`src/rtl/instr_fetch.sv`:
```
// Instruction fetch stage: owns the PC, drives the instruction ROM address and
// captures fetched words into the IF/ID register under start/halt/stall/redirect control.
module instr_fetch #(
   parameter int unsigned          ADDR_W    = 8,
   parameter logic [ADDR_W-1:0]    RESET_PC  = '0,
   parameter logic [31:0]          HALT_WORD = 32'h0000_000C
) (
   input  logic              clk,
   input  logic              rst_n,
   input  logic              start,
   input  logic              stall,
   input  logic              redirect_valid,
   input  logic [ADDR_W-1:0] redirect_addr,
   output logic [ADDR_W-1:0] rom_addr,
   input  logic [31:0]       rom_data,
   output logic              if_valid,
   output logic [31:0]       if_instr,
   output logic [ADDR_W-1:0] if_pc,
   output logic [ADDR_W-1:0] if_pc_plus1,
   output logic              halted,
   output logic [15:0]       fetch_cnt
);

   localparam int unsigned CNT_W = 16;

   typedef enum logic [1:0] {
      IDLE = 2'd0,
      RUN  = 2'd1,
      HALT = 2'd2
   } state_t;

   state_t            state;
   logic [ADDR_W-1:0] pc;

   assign rom_addr    = pc;
   assign if_pc_plus1 = if_pc + ADDR_W'(1);

   // Fetch FSM with the PC, IF/ID register and debug counter.
   always_ff @(posedge clk or negedge rst_n) begin
      if (!rst_n) begin
         state     <= IDLE;
         pc        <= RESET_PC;
         if_valid  <= 1'b0;
         if_instr  <= '0;
         if_pc     <= '0;
         fetch_cnt <= '0;
         halted    <= 1'b0;
      end else begin
         case (state)
            IDLE, HALT: begin
               // The halt word stays visible until the first unstalled edge.
               if (state == IDLE || !stall) begin
                  if_valid <= 1'b0;
               end
               if (redirect_valid) begin
                  pc <= redirect_addr;
               end else if (start && state == HALT) begin
                  pc <= pc + ADDR_W'(1);
               end
               if (start) begin
                  state  <= RUN;
                  halted <= 1'b0;
               end
            end
            RUN: begin
               if (redirect_valid) begin
                  pc       <= redirect_addr;
                  if_valid <= 1'b0;
               end else if (!stall) begin
                  if_instr <= rom_data;
                  if_pc    <= pc;
                  if_valid <= 1'b1;
                  if (fetch_cnt != {CNT_W{1'b1}}) begin
                     fetch_cnt <= fetch_cnt + CNT_W'(1);
                  end
                  if (rom_data == HALT_WORD) begin
                     state  <= HALT;
                     halted <= 1'b1;
                  end else begin
                     pc <= pc + ADDR_W'(1);
                  end
               end
            end
            default: begin
               state  <= IDLE;
               halted <= 1'b0;
            end
         endcase
      end
   end

endmodule

```
`config.mk`:
```
export PLATFORM = sky130hd
export DESIGN_NAME = instr_fetch
export DESIGN_NICKNAME = d
export VERILOG_FILES = /design/src/rtl/instr_fetch.sv
export SDC_FILE = /design/constraint.sdc
export NUM_CORES = 1
export LEC_CHECK = 0
export ABC_AREA = 1
export BUFFER_PORTS_ARGS = -buffer_cell sky130_fd_sc_hd__buf_2
export CORE_UTILIZATION = 30
export DETAILED_ROUTE_END_ITERATION = 16
export GPL_TIMING_DRIVEN = 0
export PLACE_DENSITY = 0.55
export SLEW_MARGIN = 10
export SYNTH_ARGS = -nofsm -noshare
export SYNTH_HDL_FRONTEND = slang
export SYNTH_SLANG_ARGS = --single-unit
```
`constraint.sdc`:
```
create_clock -name clk -period 1.5 [get_ports clk]
set_input_delay 0.375 -clock clk [delete_from_list [all_inputs] [get_ports clk]]
set_output_delay 0.375 -clock clk [all_outputs]
set_load 0.01 [all_outputs]
```
# Word-level counts from Yosys, hierarchy flattened
# Cells that the tools add are included.
# totals
ff_bits	68
input_bits	45
out_inout_bits	74
elab_cells	55
# classes
add_sub_neg	3
eq_ne	12
n_mux	20
bitwise_logic	2
n_reduce_logical	11
# ops
operator	n
2-to-1 mux 8 bit	5
equality test 32 x 4 -> 1 bit (second input constant)	1
adder 16 x 1 -> 16 bit (second input constant)	1
adder 8 x 1 -> 8 bit (second input constant)	2
!= test 16 bit (second input constant)	1
case mux 8 bit (2 select lines)	1
AND reduction 4 bit	3
!= test 2 bit (second input constant)	5
!= test 3 bit (second input constant)	3
2-to-1 mux 2 bit	4
2-to-1 mux 1 bit	7
AND reduction 3 bit	2
case mux 1 bit (2 select lines)	2
case mux 2 bit (2 select lines)	1
equality test 2 x 1 -> 1 bit (second input constant)	1
equality test 2 bit (second input constant)	1
logical NOT 2 bit	1
NOT 1 bit	2
nonzero test 2 bit	1
OR reduction 2 bit	1
logical AND 1 bit	1
logical NOT 1 bit	1
logical OR 1 bit	1

# Depth between registers and ports, before layout
# Gate-level depths: netlist of the first run.
# logic_depth
depth_word	5
depth_mapped	10
depth_no_buf	9

# Worst setup path before layout of the first run
# OpenSTA, ideal clock, no wires.
# synth_timing
path_kind	register to register
startpoint	register fetch_cnt[0]
endpoint	register fetch_cnt[4]
setup_time_ns	0.123
arrival_ns	1.426
required_ns	1.377
slack_ns	-0.049
path_stages_with_launch	10
path_buffers	1
period_less_slack_ns	1.549
path_cell_list	dfrtp_1 -> ha_1 -> nand3_1 -> nor3_4 -> nand3_2 -> nand2_4 -> inv_6 -> buf_8 -> nand3_2 -> nand2_1
# synth_via
elab_chain_len	2
elab_cells_between_ends	3
cone_classes	add/sub (1); eq/ne (1); reduce/logical (1)
# synth_rtl
item	line	text
start, declared	21	output logic [15:0] fetch_cnt
start signal, assigned	74	fetch_cnt <= fetch_cnt + CNT_W'(1);
parallel branches: the longest is 2 deep, another holds adder 16 x 1 -> 16 bit	-	
# Parallel ways; which one is timed is not known.
# A chain may end at the register's enable or synchronous reset.

# Worst setup path in the final report of the first run
# layout_timing
startpoint	register if_pc[1]
endpoint	output port if_pc_plus1[5]
# layout_via
elab_chain_len	1
# layout_rtl
item	line	text
start, declared	18	output logic [ADDR_W-1:0] if_pc,
start signal, assigned	71	if_pc <= pc;
adder 8 x 1 -> 8 bit	36	assign if_pc_plus1 = if_pc + ADDR_W'(1);
end, declared	19	output logic [ADDR_W-1:0] if_pc_plus1,
# No other way between the ends.

==> results of run 1 <==
cell families (layout without fill, tap and decap cells):
kind of cell,Yosys count,after routing,synth area share
AO/OA/AOI/OAI,54,54,0.0817
adder cells (fa/ha/maj),3,3,0.0107
buffers and inverters,68,228,0.0867
flip-flops,67,67,0.480
AND/OR/NAND/NOR,245,245,0.301
XOR/XNOR,16,16,0.0401
metrics by stage:
stage | util | power (uW)
after floorplan | - | 4940
after global placement | 0.378 | 6250
after detailed placement | 0.380 | 6340
after CTS | 0.435 | 9050
after global routing | 0.451 | 9970
final | 0.451 | 9310
critical path: cells and delay by family, from the launching register on:
family / cells / cell delay [ns]
flip-flops: 1 / 0.43
buffers and inverters: 2 / 0.30
AND/OR/NAND/NOR: 2 / 0.25
XOR/XNOR: 1 / 0.15
cell usage in the layout, fill, tap and decap left out, drive strengths merged:
| cell | count |
|---|---|
| ha | 3 |
| xor2 | 13 |
| clkbuf | 17 |
| nor2 | 28 |
| o21ai | 52 |
| nand3 | 30 |
| clkinv | 3 |
| bufinv | 1 |
| a21oi | 2 |
| nand4 | 4 |
| inv | 56 |
| or2 | 1 |
| nor3 | 9 |
| buf | 150 |
| nand2 | 172 |
| dfrtp | 67 |
| xnor2 | 3 |
| clkinvlp | 1 |
| nand3b | 1 |
routing by layer:
metal	GRT usage	vias to the layer above
li1	-	1731
met1	0.213	1629
met2	0.288	79
met3	0.0267	15
met4	0.0848	0
met5	0	-
flip-flops by register name, indices dropped and copies added, names as in the netlist:
| signal | flops |
|---|---|
| fetch_cnt | 16 |
| halted | 1 |
| if_instr | 32 |
| if_pc | 8 |
| if_valid | 1 |
| rom_addr | 8 |
| state | 1 |
power by group through the flow:
stage               combinational (uW)  sequential, uW  clock (uW)
floorplan                         1500            3450           0
global placement                  3040            3210           0
detailed placement                3110            3240           0
CTS                               3570            3230        2250
global route                      4280            3360        2330
finish                            3860            3260        2200
repair_timing:
action,in CTS,in global routing
pin swaps,12,12
cloned,2,0
resized for setup,36,36
endpoints found under the setup margin,39,50
setup buffers,17,7
area by class of cell:
type	count	area, um2
buffer	10	85.1
clock buffer	12	267
clock inverter	4	47.5
fill	1127	6240
inverter	57	234
multi-input combinational	318	1740
sequential	67	1690
tap	143	179
timing repair buffer	145	900
worst min path at each step:
| stage | start | endpoint | depth (start not counted) |
|---|---|---|---|
| 6_report | rst_n | if_instr[13]$_DFFE_PN0P_ | 1 |
| 5_1_grt | rst_n | if_instr[13]$_DFFE_PN0P_ | 1 |
| 4_1_cts | rst_n | if_instr[13]$_DFFE_PN0P_ | 1 |
| 3_5_place_dp | rst_n | if_instr[13]$_DFFE_PN0P_ | 1 |
| 3_3_place_gp | if_instr[30]$_DFFE_PN0P_ | if_instr[30]$_DFFE_PN0P_ | 2 |
| 2_1_floorplan | rst_n | fetch_cnt[0]$_DFFE_PN0P_ | 0 |
==> results_tabular.tex, run 1 <==
\begin{tabular}{lr}
\hline
Metric & Value \\
\hline
\multicolumn{2}{l}{\textbf{Detailed routing}} \\
Detail-routed net length per standard cell & 13.6 um \\
Routed wire length & 10.3 mm \\
Via density & 4.57 \\
Number of routed nets with antenna violations & 0 \\
Detailed-route DRC error count & 0 \\
Via Count & 3454 \\
Highest metal used & met4 \\
Violation count after the first detailed-routing iteration & 123 \\
Number of optimization iterations in the first detailed-route pass & 4 \\
DRT met1 WL & 4.58 mm \\
Met2 WL post-DR & 5.15 mm \\
Total length of routed met3 wires & 389 um \\
\multicolumn{2}{l}{\textbf{Setup path}} \\
Crit Path Category & register to output port \\
Worst setup EP type & output port \\
Data arrival time of the worst path & 1.45 ns \\
Data required, critical path & 1.12 ns \\
Crit start category & register \\
Reg-to-reg critical path startpoint & state[0]\$\_DFFE\_PN0P\_ \\
Minimum setup slack among reg-to-reg paths & -0.06 ns \\
Critical-path cell with the highest stage delay & sky130\_fd\_sc\_hd\_\_dfrtp\_2 \\
Maximum fanout along the worst path & 4 \\
Worst path cell trace & nand3\_4 > nor3\_4 > buf\_4 > xor2\_1 > buf\_2 \\
Timing endpoint of the critical path & if\_pc\_plus1[5] \\
Worst r2r dst & fetch\_cnt[0]\$\_DFFE\_PN0P\_ \\
Delay of the slowest cell on the worst path & 0.43 ns \\
Worst setup path startpoint & if\_pc[1]\$\_DFFE\_PN0P\_ \\
Number of cells on the worst reg-to-reg path & 10 \\
\multicolumn{2}{l}{\textbf{Run status}} \\
Outcome & finished with violations \\
Failing checks & hold timing, setup timing \\
\multicolumn{2}{l}{\textbf{STA}} \\
Post-route worst setup slack & -0.322 ns \\
Final Hold Viols & 1 \\
Worst hold margin & -0.00164 ns \\
Final Setup Violations & 19 \\
Actual transition at the worst max-transition pin & 0.454 ns \\
Relative slew slack & 0.697 \\
Aggregate negative setup slack & -1.84 ns \\
Maximum frequency from static timing analysis & 0.549 GHz \\
Worst clock skew on the final layout & 0.00758 ns \\
Minimum period implied by the final worst setup slack & 1.82 ns \\
Unrepaired setup endpoints after global routing & true \\
Ratio of final minimum period to clock period & 1.21 \\
Max-slew violation count & 0 \\
\multicolumn{2}{l}{\textbf{Synth}} \\
Mapped Avg Cell Area & 7.71 um2 \\
Post-synth EDFFs & 0 \\
Post-synthesis cell type with the largest combined area & sky130\_fd\_sc\_hd\_\_dfrtp\_1 \\
Post-synth cell types & 30 \\
Post-synth ARST share & 1.00 \\
Number of nets in the synthesized netlist & 501 \\
Leading cell type by number of instances after synthesis & sky130\_fd\_sc\_hd\_\_nand2\_1 \\
Synth Warn \# & 0 \\
Leading register cell type out of synthesis & sky130\_fd\_sc\_hd\_\_dfrtp\_1 \\
Sequential fraction of the synthesis area & 0.480 \\
Biggest area contributors in the synthesized netlist & sky130\_fd\_sc\_hd\_\_dfrtp\_1, sky130\_fd\_sc\_hd\_\_nand2\_1, sky130\_fd\_sc\_hd\_\_o21ai\_0 \\
Area fraction of the dominant cell type after synthesis & 0.480 \\
Post-synth design cell area & 3490 um2 \\
Yosys reg bits & 67 \\
Most frequent cells after synthesis & sky130\_fd\_sc\_hd\_\_nand2\_1, sky130\_fd\_sc\_hd\_\_dfrtp\_1, sky130\_fd\_sc\_hd\_\_inv\_1 \\
Synth Instances & 453 \\
\multicolumn{2}{l}{\textbf{Die}} \\
Die Ht & 110 um \\
Area of the die & 12100 um2 \\
Area of the core region & 11400 um2 \\
Count of pins on the block boundary & 119 \\
Horiz. Die Dim & 110 um \\
Initial core utilization & 0.307 \\
Total number of placement rows & 39 \\
\multicolumn{2}{l}{\textbf{Pwr}} \\
Power density normalized to cell area & 1810 nW/um2 \\
Cell Int Power & 5730 uW \\
Sw Ratio & 0.385 \\
Flop pwr share & 0.350 \\
Comb pwr share & 0.414 \\
Psw & 3580 uW \\
Clock network fraction of design power & 0.236 \\
IR drop worst, VDD & 713 uV \\
Leak Pwr & 0.00280 uW \\
\multicolumn{2}{l}{\textbf{Finish}} \\
Layout Area Growth over Synthesis & 46.9\% \\
Antenna Cells & 0 \\
Final \#Nets & 656 \\
Count of non-filler cells in the finished layout & 756 \\
Non-Filler Cell Area, Final & 5130 um2 \\
Layout cell share with drive strength beyond 1 & 0.377 \\
\multicolumn{2}{l}{\textbf{Placement}} \\
HPWL after detailed placement & 7.30 mm \\
Placed cell count & 715 \\
Worst slack at placement & -0.168 ns \\
\# port buffers & 118 \\
Post-placement cell area & 4320 um2 \\
Final weighted congestion in routability-driven placement & 0.885 \\
\multicolumn{2}{l}{\textbf{GRT}} \\
Via count of the first global-routing pass & 3257 \\
Number of antenna violations at the first check in global routing & 0 \\
First-pass GRT wire length & 15.7 mm \\
Overflow left after global routing & 0 \\
Largest net degree at the start of global routing & 37 \\
Global-route usage over all layers & 0.172 \\
\multicolumn{2}{l}{\textbf{Clock network}} \\
Cts bufs inserted & 9 \\
Clock transition at the register clock pins on the worst setup and hold paths after CTS & 0.06 ns \\
CTS Buffer Depth & 2 \\
Maximum level of the CTS H-tree & 3 \\
CTS tree & yes \\
Hold-fix buffer count after cts & 0 \\
Root buffer cell & sky130\_fd\_sc\_hd\_\_clkbuf\_16 \\
Clock tree sinks & 67 \\
Clock latency on the worst-skew pair & 0.33 ns \\
\multicolumn{2}{l}{\textbf{Job}} \\
Maximum capacitance violations & 0 \\
\multicolumn{2}{l}{\textbf{Worst hold path}} \\
Type of the worst min-delay path & input pin to asynchronous set/reset pin \\
\hline
\end{tabular}
No activity file was read; power rests on OpenSTA's default activity.
==> inputs of run 2 (changes only) <==
==> constraint.sdc (replaced) <==
create_clock -name clk -period 1.64 [get_ports clk]
set_input_delay 0.41 -clock clk [delete_from_list [all_inputs] [get_ports clk]]
set_output_delay 0.41 -clock clk [all_outputs]
set_load 0.01 [all_outputs]
==> run 2 against run 1 <==
Against the previous run: the run still ends with hold timing, setup timing left; critical path depth stayed put; sequential cell count stayed put; final area is 5.7% lower; largest power group unchanged.
==> results_tabular.tex, run 2 (synthesized netlist as in run 1, its figures left out) <==
\begin{tabular}{lr}
\hline
Metric & Value \\
\hline
\multicolumn{2}{l}{\textbf{Pwr}} \\
Post-layout power & 8110 uW \\
Cell Int Power & 5000 uW \\
Comb pwr share & 0.375 \\
Flop pwr share & 0.364 \\
Power density normalized to cell area & 1670 nW/um2 \\
IR drop worst, VDD & 764 uV \\
Clock network fraction of design power & 0.261 \\
Psw & 3110 uW \\
Sw Ratio & 0.383 \\
Leak Pwr & 0.00265 uW \\
\multicolumn{2}{l}{\textbf{Setup path}} \\
Data required, critical path & 1.23 ns \\
Worst path cell trace & nand3\_4 > nor3\_4 > nand3\_2 > xnor2\_1 > buf\_2 \\
Number of cells on the worst reg-to-reg path & 9 \\
Reg-to-reg critical path startpoint & fetch\_cnt[1]\$\_DFFE\_PN0P\_ \\
Worst r2r dst & fetch\_cnt[13]\$\_DFFE\_PN0P\_ \\
Worst path top cell family by delay & flip-flops \\
Number of cells on the critical path & 5 \\
Minimum setup slack among reg-to-reg paths & 0.13 ns \\
Crit Path Category & register to output port \\
Maximum fanout along the worst path & 4 \\
Crit start category & register \\
Delay of the slowest cell on the worst path & 0.43 ns \\
CP bufs+invs & 1 \\
Worst setup EP type & output port \\
Data arrival time of the worst path & 1.45 ns \\
Critical-path cell with the highest stage delay & sky130\_fd\_sc\_hd\_\_dfrtp\_2 \\
\multicolumn{2}{l}{\textbf{Finish}} \\
Highest-count cells in the layout ignoring fill and taps & sky130\_fd\_sc\_hd\_\_nand2\_1, sky130\_fd\_sc\_hd\_\_buf\_2, sky130\_fd\_sc\_hd\_\_dfrtp\_1 \\
Number of flip-flops under the largest register name & 32 \\
Leading registers by flop count & if\_instr (32), fetch\_cnt (16) \\
Count of non-filler cells in the finished layout & 745 \\
Antenna Cells & 0 \\
Number of filler instances in the final layout & 1164 \\
Layout cell share with drive strength beyond 1 & 0.314 \\
Layout Area Growth over Synthesis & 38.6\% \\
Final \#Nets & 645 \\
Most common cell after layout, fill and taps aside & sky130\_fd\_sc\_hd\_\_nand2\_1 \\
Top register by number of flip-flops & if\_instr \\
\multicolumn{2}{l}{\textbf{STA}} \\
Aggregate negative setup slack & -0.858 ns \\
Unrepaired setup endpoints after global routing & true \\
Max-slew violation count & 0 \\
Relative slew slack & 0.711 \\
Worst clock skew on the final layout & 0.00535 ns \\
Maximum frequency from static timing analysis & 0.536 GHz \\
Final Hold Viols & 6 \\
Worst hold margin & -0.00250 ns \\
Minimum period implied by the final worst setup slack & 1.86 ns \\
Post-route worst setup slack & -0.224 ns \\
Actual transition at the worst max-transition pin & 0.430 ns \\
Final Setup Violations & 6 \\
Ratio of final minimum period to clock period & 1.14 \\
\multicolumn{2}{l}{\textbf{Detailed routing}} \\
Via density & 4.49 \\
Number of routed nets with antenna violations & 0 \\
Via Count & 3343 \\
Detailed-route DRC error count & 0 \\
Violation count after the first detailed-routing iteration & 142 \\
Detail-routed net length per standard cell & 12.9 um \\
Routed wire length & 9.62 mm \\
Number of optimization iterations in the first detailed-route pass & 4 \\
\multicolumn{2}{l}{\textbf{Clock network}} \\
Maximum level of the CTS H-tree & 3 \\
Clock tree sinks & 67 \\
CTS Buffer Depth & 2 \\
CTS tree & yes \\
Clock transition at the register clock pins on the worst setup and hold paths after CTS & 0.06 ns \\
Root buffer cell & sky130\_fd\_sc\_hd\_\_clkbuf\_16 \\
Clock latency on the worst-skew pair & 0.33 ns \\
Cts bufs inserted & 9 \\
\multicolumn{2}{l}{\textbf{GRT}} \\
Largest net degree at the start of global routing & 41 \\
First-pass GRT wire length & 15.4 mm \\
Global-route usage over all layers & 0.166 \\
Overflow left after global routing & 0 \\
Number of antenna violations at the first check in global routing & 0 \\
Via count of the first global-routing pass & 3189 \\
\multicolumn{2}{l}{\textbf{Run status}} \\
Outcome & finished with violations \\
Failing checks & hold timing, setup timing \\
\multicolumn{2}{l}{\textbf{Die}} \\
Initial core utilization & 0.307 \\
Area of the die & 12100 um2 \\
Total number of placement rows & 39 \\
Area of the core region & 11400 um2 \\
Horiz. Die Dim & 110 um \\
Die Ht & 110 um \\
Count of pins on the block boundary & 119 \\
\multicolumn{2}{l}{\textbf{Worst hold path}} \\
Type of the worst min-delay path & input pin to asynchronous set/reset pin \\
\multicolumn{2}{l}{\textbf{Job}} \\
Maximum capacitance violations & 0 \\
\multicolumn{2}{l}{\textbf{Placement}} \\
HPWL after detailed placement & 7.13 mm \\
\# port buffers & 118 \\
Placed cell count & 715 \\
Final weighted congestion in routability-driven placement & 0.874 \\
\hline
\end{tabular}
## run 2: changes by cell type in the layout (fill, tap and decap cells not counted), sizes merged
cell	change
clkbuf	-2
bufinv	+1
buf	-11
clkinvlp	+1
## run 2: stage by stage
stage | hold slack, ns | utilization | setup WS (ns) | cell area, um2
4_1_cts | 0.00859 | 0.413 | -0.225 | 4700
5_1_grt | 0.0166 | 0.426 | -0.315 | 4840
2_1_floorplan | 0.114 | - | 0.0730 | 3490
3_5_place_dp | 0.366 | 0.377 | -0.0677 | 4290
3_3_place_gp | 0.460 | 0.375 | -0.239 | 4260
6_report | -0.00250 | 0.426 | -0.224 | 4840
## run 2: layout make-up
| cell class | instances | area, um2 | area share |
|---|---|---|---|
| tap | 143 | 179 | 0.0370 |
| buffer | 11 | 72.6 | 0.0150 |
| multi-input combinational | 318 | 1630 | 0.337 |
| clock buffer | 10 | 239 | 0.0494 |
| inverter | 57 | 231 | 0.0478 |
| timing repair buffer | 133 | 722 | 0.149 |
| clock inverter | 6 | 88.8 | 0.0183 |
| sequential | 67 | 1680 | 0.347 |
## run 2: timing repair
action	CTS	global route
buffers inserted	8	6
gates resized for setup	6	19
hold buffers	0	0
setup endpoints to repair	16	28
hold endpoints to repair	0	0
pin swaps	4	6
## run 2: routing by layer
metal	global-route usage	part of all wire	routed length (um)	vias up
met5	0	0	0	-
met4	0.0524	0.015	140	0
met3	0.0379	0.044	424	12
met2	0.273	0.48	4660	69
met1	0.216	0.46	4390	1566
li1	-	-	-	1696
## run 2: power by group through the flow
stage / Sequential [uW] / Clock, uW / Combinational [uW]
4_1_cts: 2890 / 2160 / 2970
6_report: 2950 / 2110 / 3040
3_3_place_gp: 2930 / 0 / 2750
3_5_place_dp: 2940 / 0 / 2800
2_1_floorplan: 3150 / 0 / 1340
5_1_grt: 3050 / 2220 / 3510
## run 2: worst max-delay path by stage
stage | startpoint | to | slack (ns)
after floorplan | if_pc[2]$_DFFE_PN0P_ | if_pc_plus1[7] | 0.07
after global placement | rst_n | rom_addr[1]$_DFFE_PN0P_ | -0.24
after detailed placement | fetch_cnt[0]$_DFFE_PN0P_ | fetch_cnt[13]$_DFFE_PN0P_ | -0.07
after CTS | if_pc[0]$_DFFE_PN0P_ | if_pc_plus1[7] | -0.23
after global routing | if_pc[0]$_DFFE_PN0P_ | if_pc_plus1[7] | -0.31
final | if_pc[0]$_DFFE_PN0P_ | if_pc_plus1[7] | -0.22
## run 2: worst reg2reg max path: stages (launching register included)
cell and delay [ns]:
sky130_fd_sc_hd__dfrtp_1 0.40, sky130_fd_sc_hd__ha_4 0.18, sky130_fd_sc_hd__nand3_4 0.09, sky130_fd_sc_hd__nor3_4 0.16
sky130_fd_sc_hd__nand3_2 0.11, sky130_fd_sc_hd__nand2_4 0.14, sky130_fd_sc_hd__inv_6 0.06, sky130_fd_sc_hd__buf_8 0.14
sky130_fd_sc_hd__nand2_1 0.07, sky130_fd_sc_hd__nand2_1 0.05
==> inputs of run 3 (changes only) <==
--- a/config.mk
+++ b/config.mk
@@ -11,6 +11,7 @@
 export DETAILED_ROUTE_END_ITERATION = 16
 export GPL_TIMING_DRIVEN = 0
 export PLACE_DENSITY = 0.55
+export RECOVER_POWER = 25
 export SLEW_MARGIN = 10
 export SYNTH_ARGS = -nofsm -noshare
 export SYNTH_HDL_FRONTEND = slang
==> run 3 against run 2 <==
Against the previous run: the flow finishes with violations (setup timing); via count is the same; clock power is essentially flat; first-iteration DRC count is the same; critical path depth is the same; final area shrank 0.31%; setup slack is the same; clock skew is the same; critical path type unchanged; non-clock buffer count is the same; fmax is the same; largest power group unchanged; routed wire length is the same; total power is essentially flat.
==> results_tabular.tex, run 3 (synthesized netlist as in run 1, its figures left out) <==
\begin{tabular}{lr}
\hline
Metric & Value \\
\hline
\multicolumn{2}{l}{\textbf{Run status}} \\
Outcome & finished with violations \\
Failing checks & setup timing \\
\multicolumn{2}{l}{\textbf{Die}} \\
Die Ht & 110 um \\
Total number of placement rows & 39 \\
Area of the die & 12100 um2 \\
Initial core utilization & 0.307 \\
Count of pins on the block boundary & 119 \\
Area of the core region & 11400 um2 \\
Horiz. Die Dim & 110 um \\
\multicolumn{2}{l}{\textbf{Clock network}} \\
Clock latency on the worst-skew pair & 0.33 ns \\
Cts bufs inserted & 9 \\
Hold-fix buffer count after cts & 0 \\
Root buffer cell & sky130\_fd\_sc\_hd\_\_clkbuf\_16 \\
CTS tree & yes \\
Clock tree sinks & 67 \\
Clock transition at the register clock pins on the worst setup and hold paths after CTS & 0.06 ns \\
CTS Buffer Depth & 2 \\
Maximum level of the CTS H-tree & 3 \\
\multicolumn{2}{l}{\textbf{Setup path}} \\
Data arrival time of the worst path & 1.45 ns \\
Crit Path Category & register to output port \\
Maximum fanout along the worst path & 4 \\
Worst setup EP type & output port \\
Data required, critical path & 1.23 ns \\
Crit start category & register \\
\multicolumn{2}{l}{\textbf{Job}} \\
Maximum capacitance violations & 0 \\
\multicolumn{2}{l}{\textbf{Placement}} \\
Placed cell count & 715 \\
\# port buffers & 118 \\
Post-placement cell area & 4290 um2 \\
Worst slack at placement & -0.0677 ns \\
Final weighted congestion in routability-driven placement & 0.874 \\
HPWL after detailed placement & 7.13 mm \\
\multicolumn{2}{l}{\textbf{Pwr}} \\
Leak Pwr & 0.00264 uW \\
IR drop worst, VDD & 764 uV \\
Power density normalized to cell area & 1680 nW/um2 \\
\multicolumn{2}{l}{\textbf{Detailed routing}} \\
Number of optimization iterations in the first detailed-route pass & 4 \\
Routed wire length & 9.62 mm \\
Detail-routed net length per standard cell & 12.9 um \\
Number of routed nets with antenna violations & 0 \\
Via Count & 3343 \\
Detailed-route DRC error count & 0 \\
Violation count after the first detailed-routing iteration & 142 \\
Via density & 4.49 \\
\multicolumn{2}{l}{\textbf{Finish}} \\
Number of filler instances in the final layout & 1165 \\
Highest-count cells in the layout ignoring fill and taps & sky130\_fd\_sc\_hd\_\_nand2\_1, sky130\_fd\_sc\_hd\_\_buf\_2, sky130\_fd\_sc\_hd\_\_dfrtp\_1 \\
Count of non-filler cells in the finished layout & 745 \\
Top register by number of flip-flops & if\_instr \\
Leading registers by flop count & if\_instr (32), fetch\_cnt (16) \\
Layout cell share with drive strength beyond 1 & 0.314 \\
Non-Filler Cell Area, Final & 4830 um2 \\
Most common cell after layout, fill and taps aside & sky130\_fd\_sc\_hd\_\_nand2\_1 \\
Fin util & 0.425 \\
Number of flip-flops under the largest register name & 32 \\
Layout Area Growth over Synthesis & 38.2\% \\
Final \#Nets & 645 \\
Antenna Cells & 0 \\
\multicolumn{2}{l}{\textbf{GRT}} \\
Number of antenna violations at the first check in global routing & 0 \\
Global-route usage over all layers & 0.166 \\
Overflow left after global routing & 0 \\
Largest net degree at the start of global routing & 41 \\
Via count of the first global-routing pass & 3189 \\
First-pass GRT wire length & 15.4 mm \\
\multicolumn{2}{l}{\textbf{STA}} \\
Aggregate negative setup slack & -0.858 ns \\
Ratio of final minimum period to clock period & 1.14 \\
Max-slew violation count & 0 \\
Post-route worst setup slack & -0.224 ns \\
Minimum period implied by the final worst setup slack & 1.86 ns \\
Relative slew slack & 0.531 \\
Actual transition at the worst max-transition pin & 0.703 ns \\
Final Setup Violations & 6 \\
Maximum frequency from static timing analysis & 0.536 GHz \\
Worst clock skew on the final layout & 0.00535 ns \\
Final Hold Viols & 0 \\
Unrepaired setup endpoints after global routing & true \\
\multicolumn{2}{l}{\textbf{Worst hold path}} \\
Type of the worst min-delay path & input pin to asynchronous set/reset pin \\
\hline
\end{tabular}
==> run 3: cell count changes in the layout (fill, tap and decap cells not counted) <==
cell / before / now
sky130_fd_sc_hd__buf_12: 1 / 0
sky130_fd_sc_hd__buf_4: 14 / 13
sky130_fd_sc_hd__clkbuf_2: 1 / 2
sky130_fd_sc_hd__clkbuf_4: 0 / 1
==> run 3: worst paths after layout <==
kind | startpoint | to | slack (ns) | cells after the start
max | if_pc[0]$_DFFE_PN0P_ | if_pc_plus1[7] | -0.22 | 5
min in group clk | rom_data[2] | if_instr[2]$_DFFE_PN0P_ | 0.29 | 3
max in group asynchronous | rst_n | if_pc[0]$_DFFE_PN0P_ | 0.40 | 2
min | rst_n | if_instr[13]$_DFFE_PN0P_ | 0.12 | 1
min reg2reg | if_instr[3]$_DFFE_PN0P_ | if_instr[3]$_DFFE_PN0P_ | 0.48 | 2
max reg2reg | fetch_cnt[1]$_DFFE_PN0P_ | fetch_cnt[13]$_DFFE_PN0P_ | 0.13 | 9
==> run 3: report_power, final <==
| part | switching, uW | internal [uW] | leakage [uW] |
|---|---|---|---|
| sequential | 625 | 2330 | 0.000852 |
| combinational | 1740 | 1300 | 0.00164 |
| clock | 743 | 1370 | 0.000155 |
==> run 3: final cells by class <==
class / count / area (um2) / area share
flip-flops and latches: 67 / 1680 / 0.348
multi-input cells: 318 / 1630 / 0.338
repair buffers: 133 / 707 / 0.146
clock buffers: 10 / 239 / 0.0495
inverters: 57 / 231 / 0.0480
well taps: 143 / 179 / 0.0371
clock inverters: 6 / 88.8 / 0.0184
plain buffers: 11 / 72.6 / 0.0150
==> run 3: critical path, cell delays in order, from the launching register on <==
cell and delay [ns]:
sky130_fd_sc_hd__dfrtp_2 0.43, sky130_fd_sc_hd__nand3_4 0.10, sky130_fd_sc_hd__nor3_4 0.22, sky130_fd_sc_hd__nand3_2 0.09, sky130_fd_sc_hd__xnor2_1 0.13, sky130_fd_sc_hd__buf_2 0.14
==> run 3: repair_timing <==
| item | CTS | global route |
|---|---|---|
| pin swaps | 4 | 6 |
| endpoints found under the setup margin | 16 | 28 |
| setup buffers | 8 | 6 |
| resized for setup | 6 | 19 |
==> run 3: metal layers <==
| layer | vias up | routed length, um | GRT usage |
|---|---|---|---|
| li1 | 1696 | - | - |
| met1 | 1566 | 4390 | 0.216 |
| met2 | 69 | 4660 | 0.273 |
| met3 | 12 | 423 | 0.0379 |
| met4 | 0 | 140 | 0.0524 |
| met5 | - | 0 | 0 |
==> run 3: per-stage QoR <==
stage	hold WS (ns)	total power, uW
final	0.118	8100
after global routing	0.167	8770
after CTS	0.00859	8030
after detailed placement	0.366	5730
after global placement	0.460	5680
after floorplan	0.114	4480
